===== config.mk =====
export PLATFORM = sky130hd
export DESIGN_NAME = preamble_tx
export DESIGN_NICKNAME = d
export VERILOG_FILES = /design/src/rtl/preamble_tx_pkg.sv /design/src/rtl/preamble_tx_piso_shift.sv /design/src/rtl/preamble_tx.sv
export SDC_FILE = /design/constraint.sdc
export NUM_CORES = 1
export LEC_CHECK = 0
export BUFFER_PORTS_ARGS = -buffer_cell sky130_fd_sc_hd__clkbuf_2
export CAP_MARGIN = 20
export CORE_UTILIZATION = 50
export CTS_CLUSTER_DIAMETER = 200
export DETAILED_ROUTE_END_ITERATION = 6
export GPL_ROUTABILITY_DRIVEN = 0
export PLACE_DENSITY_LB_ADDON = 0.05
export SYNTH_ARGS = -nofsm -noshare
export SYNTH_HDL_FRONTEND = slang
export SYNTH_SLANG_ARGS = --single-unit

===== constraint.sdc =====
create_clock -name clk -period 1.7 [get_ports clk]
set_clock_uncertainty 0.05 [all_clocks]
set_input_delay 0.17 -clock clk [delete_from_list [all_inputs] [get_ports clk]]
set_output_delay 0.17 -clock clk [all_outputs]
set_load 0.1 [all_outputs]

===== src/rtl/preamble_tx_pkg.sv =====
// Shared definitions for the preamble transmitter and detector.
// One-hot FSM encoding, default preamble and idle line level.
package preamble_tx_pkg;

  localparam int I_IDLE = 0;
  localparam int I_LOAD = 1;
  localparam int I_PRE  = 2;
  localparam int I_DATA = 3;

  typedef enum logic [3:0] {
    IDLE = 4'b0001 << I_IDLE,
    LOAD = 4'b0001 << I_LOAD,
    PRE  = 4'b0001 << I_PRE,
    DATA = 4'b0001 << I_DATA
  } state_t;

  localparam logic [7:0] PREAMBLE_DEF   = 8'hAA;
  localparam logic       IDLE_LEVEL_DEF = 1'b0;

  function automatic int max2(
    input int a,
    input int b
  );
    return (a > b) ? a : b;
  endfunction

endpackage


===== src/rtl/preamble_tx_piso_shift.sv =====
// Parallel-in serial-out shift register, MSB first.
// Load has priority over shift when both are asserted.
module piso_shift #(
  parameter int W = 8
) (
  input  logic         clk,
  input  logic         rst,
  input  logic         load,
  input  logic         shift,
  input  logic [W-1:0] par_in,
  output logic         msb
);

  logic [W-1:0] sr_q;

  always_ff @(posedge clk or negedge rst) begin
    if (!rst) begin
      sr_q <= '0;
    end else if (load) begin
      sr_q <= par_in;
    end else if (shift) begin
      sr_q <= sr_q << 1;
    end
  end

  assign msb = sr_q[W-1];

endmodule


===== src/rtl/preamble_tx.sv =====
// Serial frame transmitter: preamble then payload, MSB first,
// one line bit per bit_en strobe.
module preamble_tx
  import preamble_tx_pkg::*;
#(
  parameter int               DATA_W     = 8,
  parameter int               PRE_W      = 8,
  parameter logic [PRE_W-1:0] PREAMBLE   = PRE_W'(PREAMBLE_DEF),
  parameter logic             IDLE_LEVEL = IDLE_LEVEL_DEF
) (
  input  logic              clk,
  input  logic              rst,
  input  logic              bit_en,
  input  logic              start,
  input  logic [DATA_W-1:0] data_in,
  output logic              ready,
  output logic              busy,
  output logic              done,
  output logic              dout
);

  localparam int CNT_W = $clog2(max2(PRE_W, DATA_W) + 1);

  localparam logic [CNT_W-1:0] PRE_LAST = CNT_W'(PRE_W - 1);
  localparam logic [CNT_W-1:0] DAT_LAST = CNT_W'(DATA_W - 1);

  state_t state_q;
  state_t state_d;

  logic [CNT_W-1:0] cnt_q;
  logic [CNT_W-1:0] cnt_d;

  logic dout_q;
  logic dout_d;
  logic done_q;
  logic done_d;

  logic load;
  logic pre_sh;
  logic pay_sh;
  logic pre_msb;
  logic pay_msb;

  piso_shift #(
    .W (PRE_W)
  ) u_pre (
    .clk    (clk),
    .rst    (rst),
    .load   (load),
    .shift  (pre_sh),
    .par_in (PREAMBLE),
    .msb    (pre_msb)
  );

  piso_shift #(
    .W (DATA_W)
  ) u_pay (
    .clk    (clk),
    .rst    (rst),
    .load   (load),
    .shift  (pay_sh),
    .par_in (data_in),
    .msb    (pay_msb)
  );

  always_ff @(posedge clk or negedge rst) begin
    if (!rst) begin
      state_q <= IDLE;
    end else begin
      state_q <= state_d;
    end
  end

  always_ff @(posedge clk or negedge rst) begin
    if (!rst) begin
      cnt_q  <= '0;
      dout_q <= IDLE_LEVEL;
      done_q <= 1'b0;
    end else begin
      cnt_q  <= cnt_d;
      dout_q <= dout_d;
      done_q <= done_d;
    end
  end

  // The acceptance edge only loads; bit_en is not looked at there.
  always_comb begin
    state_d = state_q;
    cnt_d   = cnt_q;
    dout_d  = dout_q;
    done_d  = 1'b0;
    load    = 1'b0;
    pre_sh  = 1'b0;
    pay_sh  = 1'b0;
    unique case (1'b1)
      state_q[I_IDLE]: begin
        if (start) begin
          state_d = LOAD;
          cnt_d   = '0;
          load    = 1'b1;
        end
      end
      state_q[I_LOAD]: begin
        if (bit_en) begin
          state_d = PRE;
          dout_d  = pre_msb;
          pre_sh  = 1'b1;
        end
      end
      state_q[I_PRE]: begin
        if (bit_en) begin
          if (cnt_q == PRE_LAST) begin
            state_d = DATA;
            cnt_d   = '0;
            dout_d  = pay_msb;
            pay_sh  = 1'b1;
          end else begin
            cnt_d  = cnt_q + 1'b1;
            dout_d = pre_msb;
            pre_sh = 1'b1;
          end
        end
      end
      state_q[I_DATA]: begin
        if (bit_en) begin
          if (cnt_q == DAT_LAST) begin
            state_d = IDLE;
            dout_d  = IDLE_LEVEL;
            done_d  = 1'b1;
          end else begin
            cnt_d  = cnt_q + 1'b1;
            dout_d = pay_msb;
            pay_sh = 1'b1;
          end
        end
      end
      default: begin
        state_d = IDLE;
        cnt_d   = '0;
        dout_d  = IDLE_LEVEL;
      end
    endcase
  end

  assign ready = state_q[I_IDLE];
  assign busy  = ~state_q[I_IDLE];
  assign done  = done_q;
  assign dout  = dout_q;

endmodule


**Yosys cells after proc, flatten, opt, wreduce, memory -nomap -nowiden**

Index checks and enable logic that the tools add are counted.

- Bits in registers: 26
- Word-level logic and storage cells: 52
- Bits of input ports: 12
- Output and inout port bits: 4

- Bitwise operators: 2
- Mux-type cells: 33
- Equality and inequality tests: 6
- Reductions and logical operators: 4
- Add/sub/neg operators: 1

Operators by type and width:

| kind | number |
|---|---|
| $mux 4 | 9 |
| $mux 8 | 4 |
| $pmux 4 s4 | 2 |
| $mux 1 | 13 |
| $ne 2x2->1 const B | 5 |
| $reduce_and 5->1 | 1 |
| $add 4x1->4 const B | 1 |
| $eq 4x3->1 const B | 1 |
| $pmux 1 s2 | 2 |
| $pmux 1 s4 | 1 |
| $reduce_and 4->1 | 1 |
| $reduce_bool 2->1 | 2 |
| $mux 3 | 1 |
| $mux 2 | 1 |
| $not 1->1 | 2 |

**Logic depth before layout (Yosys ltp)**

Gate-level depths: netlist (run 1).

- Depth after elaboration: 6
- Gate-level depth with buffers: 6
- Gate-level depth less buffers: 5

**By module**

A second synthesis (run 1) with hierarchy kept.

- Cells, all modules: 131
- Area total of the unflattened synthesis: 1336.3 sq um

Modules (own cells, without submodules):

| module | cells an instance | times used | area an instance (sq um) | seq. area each (sq um) |
|---|---|---|---|---|
| piso_shift | 34 | 2 | 369.1 | 200.2 |
| preamble_tx | 63 | 1 | 598.1 | 251.5 |

**Worst setup path after synthesis (run 1)**

Ideal clock, no wire load.

- Path type: register to register
- From: register state_q[0]
- To: register dout_q (netlist: dout)
- Period minus slack after synthesis: 1.952 ns
- Setup time: 0.104 ns
- Data required time: 1.546 ns
- Cell stages (with the launch flop): 5
- Data arrival time: 1.799 ns
- Slack: -0.252 ns
- Path buffers: 0
- Cell sequence: dfstp_2 > inv_1 > o21ai_0 > nand2_1 > o41ai_2

- Longest elaborated chain between the ends: 2
- Elaborated cells on any way between the ends: 3
- Those cells by class: 1 x mux; 1 x bitwise; 1 x reduce/logical

Ends and longest elaborated chain:

| element | line | RTL |
|---|---|---|
| from (decl) | preamble_tx.sv:27 | `state_t state_q;` |
| from (signal assigned) | preamble_tx.sv:70 | `state_q <= state_d;` |
| $not 1->1 (no line) | n/a |  |
| net busy | preamble_tx.sv:17 | `output logic busy,` |
| $reduce_and 4->1 (no line) | n/a |  |
| to (signal assigned) | preamble_tx.sv:81 | `dout_q <= dout_d;` |
| to (decl) | preamble_tx.sv:33 | `logic dout_q;` |

The timed path passes the listed nets, and every way through them passes these cells.
A chain may end at the register's enable or synchronous reset.

**Worst setup path after layout (run 1)**

- From: register cnt_q[1]
- To: register dout_q (netlist: dout)

- Longest elaborated chain between the ends: 4
- Elaborated cells on any way between the ends: 6
- Those cells by class: 1 x eq/ne; 5 x mux

Ends and longest elaborated chain:

| element | line | RTL |
|---|---|---|
| from (decl) | preamble_tx.sv:30 | `logic [CNT_W-1:0] cnt_q;` |
| from (signal assigned) | preamble_tx.sv:80 | `cnt_q <= cnt_d;` |
| $eq 4x3->1 (*) | preamble_tx.sv:112, preamble_tx.sv:126 |  |
| $mux 1 (on tied branches) | preamble_tx.sv:126, preamble_tx.sv:112 |  |
| $mux 1 (on tied branches) | preamble_tx.sv:125, preamble_tx.sv:111 |  |
| $pmux 1 s4 (*) | preamble_tx.sv:95 | `unique case (1'b1)` |

Mark *: on every way between the ends. The rest lies on a longest branch, timed or not. The select of a mux whose other input is x is not followed.

==> flow_summary.ini, run 1 <==
[logic_synthesis]
synth_cells = 129
syn_area_um2 = 1260
synthArstFlopShare = 1.00
synth_edf_count = 0
synth.avg_cell_area_um2 = 9.76
ys_types = 31
ys_warn_count = 0
synth-seq-cells = 25
ys_seq_area_frac = 0.498
syn_nets = 142
synth_ff_type = dfrtp_1

[worst_setup_path]
crit_start = cnt_q[1]$_DFFE_PN0P_
end_kind = flip-flop
crit_type = flip-flop to flip-flop
r2r-start = cnt_q[1]$_DFFE_PN0P_
arrival_ns = 1.78
start_kind = flip-flop
crit_fanout = 4
required_ns = 1.85

[clocking]
cts.clk_slew.worst_paths_ns = 0.14
cts_tree = done
cts_htree_levels = 1
cts.sinks = 25
cts-root-buf = clkbuf_4
clock_latency_ns = 0.31
cts_made_buffers = 3
clk_path_buf_depth = 2

[placement]
post-dp-hpwl_mm = 1.74
post-place-ws_ns = 0.0199
numPortBuffers = 15

[detailed_routing]
postRouteAntennaNets = 0
drcViolationCount = 0
drt_first_iter_violations = 20
wire_per_inst_um = 13.8
wirelength_mm = 2.45
firstDrtPassIters = 5
vias = 1020
avgViaCountPerCell = 5.73

[sta]
max_slew_margin = 0.593
max_freq_ghz = 0.613
setup_violations = 0
tightest_slew_ns = 0.610
finalCritPeriodShare = 0.960
setup_ws_ns = 0.0688
rsz0062_at_grt = no
timing.final.hold_violations = 0
post-route-min-period_ns = 1.63
report.final.slew_viol_count = 0
tns_ns = 0

[pwr]
p_int_uw = 1490
swShare = 0.443
switchingPower_uw = 1180
p_leak_uw = 0.000682
vdd_drop_max_mv = 1.55
powerDensity_nw_per_um2 = 1830
p_comb_frac = 0.481
p_clk_frac = 0.098
power.share.sequential = 0.421

[die]
dieArea_um2 = 2720
core_area_um2 = 2300
pin_count = 16
dieHeight_um = 52.2
initial_core_util = 0.548
rows = 17
die_x_um = 52.2

[global_route]
grt_usage = 0.215
antenna_found_initial = 0
grt_pass1_vias = 984
grt_overflow = 0
grt_pass1_wl_mm = 4.30
grt_max_degree = 26

[worst_hold_path]
min_path_type = input pin to flip-flop
min-delay-start = data_in[0]

[layout]
num_antenna_cells = 0
drive_gt1_frac = 0.233
area_delta_synth_final_pct = 15.6
nets = 164

[flow_run]
maxCapViolCount = 0

[status]
status = completed
==> worst max-delay path: stages, from the launching register on <==
cell	delay, ns
dfrtp_1	0.42
ha_2	0.24
and3b_1	0.20
mux2_2	0.33
a22oi_1	0.20
o41ai_2	0.08
==> per-stage QoR <==
step / std cells / hold slack (ns) / instance area [um2] / utilization / power [uW]
after detailed placement: 172 / 0.165 / 1380 / 0.600 / 2350
after global routing: 178 / 0.0371 / 1460 / 0.633 / 2900
after global placement: 172 / 0.161 / 1380 / 0.600 / 2290
final: 178 / 0.0303 / 1460 / 0.633 / 2670
after CTS: 177 / 0.0161 / 1420 / 0.617 / 2620
after floorplan: 129 / -0.176 / 1270 / - / 2070
==> worst paths after layout <==
| check | cells after the start | slack [ns] | to |
|---|---|---|---|
| max in group asynchronous | 2 | 0.87 | u_pre.sr_q[4]$_DFFE_PN0P_ |
| min | 3 | 0.03 | u_pay.sr_q[0]$_DFFE_PN0P_ |
| min reg2reg | 2 | 0.46 | dout$_DFFE_PN0P_ |
| max reg2reg | 5 | 0.07 | dout$_DFFE_PN0P_ |
| max | 5 | 0.07 | dout$_DFFE_PN0P_ |
| min in group asynchronous | 2 | 0.33 | cnt_q[2]$_DFFE_PN0P_ |
==> power by group through the flow <==
stage,Combinational [uW],Sequential (uW),Clock (uW)
floorplan,871,1190,0
global placement,1180,1110,0
detailed placement,1210,1130,0
CTS,1230,1120,272
global route,1430,1170,303
finish,1280,1120,262
==> final cells by class <==
type | count | area [um2]
clock buffer | 3 | 22.5
clock inverter | 1 | 5.00
fill | 208 | 842
inverter | 5 | 22.5
multi-input combinational | 93 | 581
sequential | 25 | 631
tap | 28 | 35.0
timing repair buffer | 23 | 159
==> cells in the mapped netlist (all sizes together) (2+ instances only) <==
cell,instances,area (um2)
mux2i,8,92.6
inv,5,18.8
nand3b,2,27.5
dfrtp,24,601
nand2,14,52.6
and3,2,12.5
a221o,2,20.0
clkbuf,2,17.5
a21oi,14,70.1
o21ai,17,88.8
nor3,3,15.0
nor2,8,30.0
a22oi,2,15.0
nand3,12,60.1
buf,3,20.0
==> cell families after synthesis <==
group / count (synthesis) / share of synthesized area
AOI/OAI and AO/OA: 37 / 0.173
adders and majority gates: 1 / 0.00994
buffers and inverters: 11 / 0.0517
DFF: 25 / 0.498
muxes: 9 / 0.0825
and+or+nand+nor: 46 / 0.185
==> layout by cell type, fill, tap and decap left out, drive strengths merged <==
cell type    synthesis  layout
a21oi               14      14
mux2                 1       1
clkinv               0       1
nand3               12      12
and3                 2       2
nor2                 8       8
o21bai               1       1
clkbuf               2      17
a221o                2       2
nor3                 3       3
clkinvlp             0       1
o21ai               17      17
dlygate4sd3          0       1
nor3b                1       1
dfstp                1       1
and3b                1       1
nand3b               2       2
ha                   1       1
nand4                1       1
nand2b               1       1
and2                 1       1
dfrtp               24      24
inv                  5       4
o41ai                1       1
mux2i                8       8
buf                  3       8
a22oi                2       2
nand2               14      14
==> layer usage <==
layer	up-vias	wire length, um	GRT usage
li1	502	-	-
met4	0	14	0.0526
met5	-	0	0
met2	27	1220	0.368
met1	489	1130	0.288
met3	2	81	0.0261
==> what timing repair did <==
action,in CTS,in global routing
endpoints found under the setup margin,1,16
gates resized for setup,1,4
setup buffers,0,1
hold buffers,1,0
hold endpoints to repair,24,0
==> sequential cells by signal, summed over array words and instances (netlist names) <==
register,cells
u_pay.sr_q,8
dout,1
cnt_q,4
state_q,4
done,1
u_pre.sr_q,7
Note: power is estimated with default switching activity, not from simulation.
==> run 2, diff against run 1 <==
--- a/config.mk
+++ b/config.mk
@@ -5,9 +5,10 @@
 export SDC_FILE = /design/constraint.sdc
 export NUM_CORES = 1
 export LEC_CHECK = 0
+export ABC_AREA = 1
 export BUFFER_PORTS_ARGS = -buffer_cell sky130_fd_sc_hd__clkbuf_2
 export CAP_MARGIN = 20
-export CORE_UTILIZATION = 50
+export CORE_UTILIZATION = 54
 export CTS_CLUSTER_DIAMETER = 200
 export DETAILED_ROUTE_END_ITERATION = 6
 export GPL_ROUTABILITY_DRIVEN = 0
==> constraint.sdc (replaced) <==
create_clock -name clk -period 1.98 [get_ports clk]
set_clock_uncertainty 0.05 [all_clocks]
set_input_delay 0.198 -clock clk [delete_from_list [all_inputs] [get_ports clk]]
set_output_delay 0.198 -clock clk [all_outputs]
set_load 0.1 [all_outputs]
==> run 2 against run 1 <==
Net effect:
- routed wire length is 8.6% lower
- die area is 6.8% lower
- clock-buffer cell count unchanged
- power shrank 23%
- register-to-register slack better by 0.27 ns
- largest cell class unchanged
==> flow_summary.ini, run 2 <==
[status]
status = completed

[worst_setup_path]
crit_chain = clkbuf_2
start_kind = flip-flop
crit_fanout = 6
cpMaxStageDelayCell = dfstp_2
required_ns = 1.73
arrival_ns = 1.40
path_buf_inv = 1
critPathTopFamily = flip-flops
end_kind = output port
critPathMaxStageDelay_ns = 0.61
crit_type = flip-flop to output port

[logic_synthesis]
synth-seq-cells = 25
syn_nets = 170
ys_seq_area_frac = 0.496
synthArstFlopShare = 1.00
ys_types = 23
synth_compound_area_frac = 0.100
yosys.area_share.adder = 0.00990
synth.avg_cell_area_um2 = 8.05
synth_top_area_share = 0.475
synth_top_family_by_area = simple AND/OR/NAND/NOR gates
synth_ff_type = dfrtp_1
yosysTopAreaCell = dfrtp_1
synthXorXnorAreaFrac = 0.00693
yosys-top-cells-area = dfrtp_1 (48%), nand2_1 (15%), inv_1 (5.6%)
ys_warn_count = 0
synth-simple-area-share = 0.309
yosysMostFrequentCell = nand2_1
muxShareOfSynthArea = 0
synth_cells = 157
netlist_top_cells_count = nand2_1 (50), dfrtp_1 (24), inv_1 (19), nor2_1 (16)
synth_edf_count = 0
syn_area_um2 = 1260

[global_route]
grt_pass1_wl_mm = 4.22
met2_usage = 0.362
met1_usage = 0.284
grt_overflow = 0
busiest_layer = met2
antenna_found_initial = 0
grt_pass1_vias = 1026
grt_max_degree = 26
use_met3 = 0.0364
grt_usage = 0.218

[layout]
final_cells = 202
regArea_um2 = 627
num_antenna_cells = 0
drive_gt1_frac = 0.201
nFillCells = 202
nets = 188
multiInputGateArea_um2 = 538
final_cell_mix = nand2_1 (50), dfrtp_1 (24), inv_1 (19), nor2_1 (16), clkbuf_2 (15)
reg_top3 = u_pay.sr_q x8, u_pre.sr_q x7
layout_commonest_cell = nand2_1
area_delta_synth_final_pct = 9.70
regMostFlops = u_pay.sr_q
largest_reg_flops = 8

[detailed_routing]
drt_first_iter_violations = 19
drcViolationCount = 0
vias = 1019
wire_per_inst_um = 11.1
postRouteAntennaNets = 0
avgViaCountPerCell = 5.04
firstDrtPassIters = 4
wirelength_mm = 2.24

[pwr]
vdd_drop_max_mv = 0.978
p_clk_frac = 0.113
swShare = 0.476
power.share.sequential = 0.413
p_int_uw = 1080
p_leak_uw = 0.000731
powerDensity_nw_per_um2 = 1480
p_comb_frac = 0.473
switchingPower_uw = 978

[die]
dieArea_um2 = 2540
die_x_um = 50.4
pin_count = 16
dieHeight_um = 50.4
initial_core_util = 0.571
core_area_um2 = 2210
rows = 17

[sta]
rsz0062_at_grt = no
max_slew_margin = 0.591
report.final.slew_viol_count = 0
finalCritPeriodShare = 0.834
post-route-min-period_ns = 1.65
setup_violations = 0
max_freq_ghz = 0.605
tightest_slew_ns = 0.613
tns_ns = 0
timing.final.hold_violations = 0

[clocking]
cts_made_buffers = 3
cts_htree_levels = 1
cts-root-buf = clkbuf_4
clock_latency_ns = 0.32
clk_path_buf_depth = 2
cts.sinks = 25
cts_tree = done
ctsResizeCount = 0
cts.clk_slew.worst_paths_ns = 0.14

[placement]
dpl.cell_count = 197
numPortBuffers = 15
post-dp-hpwl_mm = 1.66

[flow_run]
maxCapViolCount = 0

[worst_hold_path]
min_path_type = input pin to flip-flop
run 2: changes by cell type in the layout (fill, tap and decap cells not counted), sizes merged, moves of 2 or more:
cell | before | now
nor3 | 3 | 1
a22oi | 2 | 0
nand2 | 14 | 55
a21oi | 14 | 1
mux2i | 8 | 0
a221o | 2 | 0
and3 | 2 | 0
inv | 4 | 19
nand3b | 2 | 0
buf | 8 | 0
nor2 | 8 | 18
run 2: area by class of cell:
cell class	count	area share
timing repair buffer	16	0.0614
clock inverter	1	0.00542
tap	28	0.0253
sequential	25	0.452
clock buffer	3	0.0162
multi-input combinational	110	0.388
inverter	19	0.0514
run 2: timing repair:
| item | in CTS | in global routing |
|---|---|---|
| buffers inserted | 0 | 0 |
| hold buffers | 1 | 0 |
| endpoints found under the setup margin | 0 | 0 |
| endpoints found under the hold margin | 24 | 0 |
run 2: final timing paths:
| path | startpoint | endpoint | slack, ns | cells after the start |
|---|---|---|---|---|
| setup / recovery | state_q[0]$_DFF_PN1_ | ready | 0.33 | 1 |
| hold / removal | data_in[0] | u_pay.sr_q[0]$_DFFE_PN0P_ | 0.03 | 3 |
| setup reg to reg | state_q[0]$_DFF_PN1_ | u_pay.sr_q[4]$_DFFE_PN0P_ | 0.34 | 5 |
| hold reg to reg | u_pre.sr_q[4]$_DFFE_PN0P_ | u_pre.sr_q[4]$_DFFE_PN0P_ | 0.45 | 2 |
| max in group asynchronous | rst | u_pay.sr_q[4]$_DFFE_PN0P_ | 1.13 | 2 |
| min in group asynchronous | rst | state_q[2]$_DFF_PN0_ | 0.34 | 2 |
run 2: power by group through the flow:
stage	registers, uW	logic, uW	clock network, uW
floorplan	976	703	0
global placement	850	954	0
CTS	847	979	250
finish	849	972	233
detailed placement	859	975	0
global route	875	1110	262
run 2: kinds of logic after synthesis:
family / count (synthesis)
simple gates: 88
flops: 25
buf+inv: 22
compound gates: 20
xor+xnor: 1
fa+ha+maj: 1
run 2: per-layer routing:
metal	wire length [um]	vias up	part of all wire
met2	1090	16	0.49
met1	1070	474	0.48
met4	29	0	0.013
met5	0	-	0
li1	-	525	-
met3	55	4	0.025
run 2: stage by stage:
step / utilization / area [um2] / hold WS [ns] / setup WS [ns] / power, uW
2_1_floorplan: - / 1260 / -0.148 / 0.0980 / 1680
3_3_place_gp: 0.609 / 1350 / 0.185 / 0.403 / 1800
3_5_place_dp: 0.609 / 1350 / 0.196 / 0.366 / 1830
4_1_cts: 0.627 / 1390 / 0.0138 / 0.313 / 2080
5_1_grt: 0.627 / 1390 / 0.0550 / 0.167 / 2240
6_report: 0.627 / 1390 / 0.0277 / 0.328 / 2050
==> run 3, diff against run 2 <==
--- a/config.mk
+++ b/config.mk
@@ -5,10 +5,10 @@
 export SDC_FILE = /design/constraint.sdc
 export NUM_CORES = 1
 export LEC_CHECK = 0
-export ABC_AREA = 1
+export ABC_AREA = 0
 export BUFFER_PORTS_ARGS = -buffer_cell sky130_fd_sc_hd__clkbuf_2
 export CAP_MARGIN = 20
-export CORE_UTILIZATION = 54
+export CORE_UTILIZATION = 50
 export CTS_CLUSTER_DIAMETER = 200
 export DETAILED_ROUTE_END_ITERATION = 6
 export GPL_ROUTABILITY_DRIVEN = 0
==> constraint.sdc (replaced) <==
create_clock -name clk -period 1.5 [get_ports clk]
set_clock_uncertainty 0.05 [all_clocks]
set_input_delay 0.15 -clock clk [delete_from_list [all_inputs] [get_ports clk]]
set_output_delay 0.15 -clock clk [all_outputs]
set_load 0.1 [all_outputs]
==> run 3 against run 2 <==
Net effect:
- the flow now finishes with violations (setup timing)
- sequential power increased by 44%
- cell count decreased by 5.0%
- first-iteration DRC count increased by 16%
- die area increased by 7.3%
- critical path depth increased by 6
- sequential share of layout area decreased by 6.6 points
- register-to-register slack got worse by 0.45 ns
- clock-buffer cell count unchanged
- global-route usage increased by 1.1 points
==> flow_summary.ini, run 3 (synthesis results as in run 1) <==
[status]
status = complete, but fails checks
violations = setup timing

[placement]
dpl.cell_count = 181
numPortBuffers = 15
post-dp-hpwl_mm = 1.84
placed_cell_area_um2 = 1500

[worst_setup_path]
crit_fanout = 6
start_kind = flip-flop
crit_type = flip-flop to flip-flop
end_kind = flip-flop
required_ns = 1.71
critPathTopFamily = flip-flops
crit_chain = ha_4 -> and3b_2 -> buf_6 -> o21ai_4 -> buf_6 -> nand3_1 -> a21oi_1
r2r-start = cnt_q[1]$_DFFE_PN0P_
crit_top_cell = buf_6
arrival_ns = 1.82
r2r-end = u_pre.sr_q[6]$_DFFE_PN0P_
reg2reg_slack_ns = -0.11
reg2regPathDepth = 7
cpMaxStageDelayCell = dfrtp_1
path_buf_inv = 2
critPathMaxStageDelay_ns = 0.43

[detailed_routing]
vias = 1075
drt_first_iter_violations = 22
wire_per_inst_um = 13.5
avgViaCountPerCell = 5.60
wl_met3_um = 97
drcViolationCount = 0
highest_layer = met4
wirelength_mm = 2.60
wl_met1_mm = 1.09
dr_wl_met2_mm = 1.36
firstDrtPassIters = 4
postRouteAntennaNets = 0

[global_route]
grt_overflow = 0
grt_pass1_wl_mm = 4.58
grt_max_degree = 26
antenna_found_initial = 0
grt_pass1_vias = 1060
grt_usage = 0.230

[sta]
setup_ws_ns = -0.113
tightest_slew_ns = 0.620
max_slew_margin = 0.587
max_freq_ghz = 0.620
report.final.slew_viol_count = 0
post-route-min-period_ns = 1.61
rsz0062_at_grt = yes
finalCritPeriodShare = 1.08
setup_violations = 17
timing.final.hold_violations = 0

[layout]
final_cell_area_um2 = 1630
nets = 178
final_cell_mix = dfrtp_1 (24), nand2_1 (14), o21ai_0 (14), buf_4 (14), clkbuf_2 (13)
drive_gt1_frac = 0.317
largest_reg_flops = 8
final_cells = 192
final_util = 0.710
num_antenna_cells = 0
reg_top3 = u_pay.sr_q x8, u_pre.sr_q x7
nFillCells = 202
area_delta_synth_final_pct = 29.6
regMostFlops = u_pay.sr_q
multiInputGateArea_um2 = 611
regArea_um2 = 631
layout_commonest_cell = dfrtp_1

[die]
core_area_um2 = 2300
pin_count = 16
die_x_um = 52.2
rows = 17
initial_core_util = 0.548
dieArea_um2 = 2720
dieHeight_um = 52.2

[worst_hold_path]
min-delay-start = data_in[6]
whs_path_depth = 3
hold_end = u_pay.sr_q[6]$_DFFE_PN0P_
min_path_type = input pin to flip-flop

[pwr]
vdd_drop_max_mv = 1.72
p_total_uw = 3340
p_leak_uw = 0.000766
powerDensity_nw_per_um2 = 2050

[clocking]
cts-root-buf = clkbuf_4
cts.sinks = 25
cts_made_buffers = 3
cts_htree_levels = 1
cts.clk_slew.worst_paths_ns = 0.14
cts_tree = done
clock_latency_ns = 0.32
clk_path_buf_depth = 2

[flow_run]
maxCapViolCount = 0
[run 3: changes by cell type in the layout (fill, tap and decap cells not counted), moves of 3 or more]
cell and change:
mux2i_1 +7, nor2_1 -8, buf_6 +4, nand2_1 -36, o21ai_0 +3, o21ai_2 -6
a21oi_1 +11, inv_1 -15, nand2_2 -4, buf_4 +14, buf_12 +3
[run 3: routing by layer]
layer,up-vias,track usage
met1,512,0.273
met3,6,0.0348
li1,528,-
met4,0,0.101
met2,29,0.408
met5,-,0
[run 3: cell type report]
cell class	count	share of cell area
multi-input combinational	93	0.374
sequential	25	0.387
tap	28	0.0215
clock inverter	1	0.00307
clock buffer	3	0.0138
timing repair buffer	37	0.187
inverter	5	0.0138
[run 3: through the flow]
stage | TNS [ns] | worst slack [ns] | hold WS [ns]
floorplan | -1.11 | -0.322 | -0.196
global placement | -0.193 | -0.0659 | 0.133
detailed placement | -0.402 | -0.116 | 0.140
CTS | -0.891 | -0.103 | 0.00436
global route | -1.96 | -0.173 | 0.0121
finish | -0.792 | -0.113 | 0.0136
[run 3: how the worst max path moves through the flow]
| stage | from | endpoint | slack, ns | depth (start not counted) |
|---|---|---|---|---|
| final | cnt_q[1]$_DFFE_PN0P_ | u_pre.sr_q[6]$_DFFE_PN0P_ | -0.11 | 7 |
| after global routing | cnt_q[0]$_DFFE_PN0P_ | u_pre.sr_q[2]$_DFFE_PN0P_ | -0.17 | 7 |
| after CTS | cnt_q[1]$_DFFE_PN0P_ | dout$_DFFE_PN0P_ | -0.10 | 6 |
| after detailed placement | cnt_q[1]$_DFFE_PN0P_ | dout$_DFFE_PN0P_ | -0.12 | 5 |
| after global placement | cnt_q[1]$_DFFE_PN0P_ | dout$_DFFE_PN0P_ | -0.07 | 5 |
| after floorplan | state_q[0]$_DFF_PN1_ | dout$_DFFE_PN0P_ | -0.32 | 4 |
[run 3: timing repair]
action | CTS | global route
pin swaps | 0 | 8
hold endpoints to repair | 26 | 0
setup endpoints to repair | 18 | 18
hold buffers | 3 | 0
buffers inserted | 0 | 4
gates resized for setup | 7 | 6
[run 3: tightest hold or removal path, delay by kind of cell]
| family | cells | cell delay [ns] |
|---|---|---|
| AO/OA/AOI/OAI | 1 | 0.05 |
| AND/OR/NAND/NOR | 1 | 0.09 |
| buffers and inverters | 1 | 0.08 |
[run 3: report_power, final]
part	switching [uW]	internal (uW)	leakage (uW)
clock	201	99.8	0.0000177
combinational	996	829	0.000445
sequential	222	995	0.000303
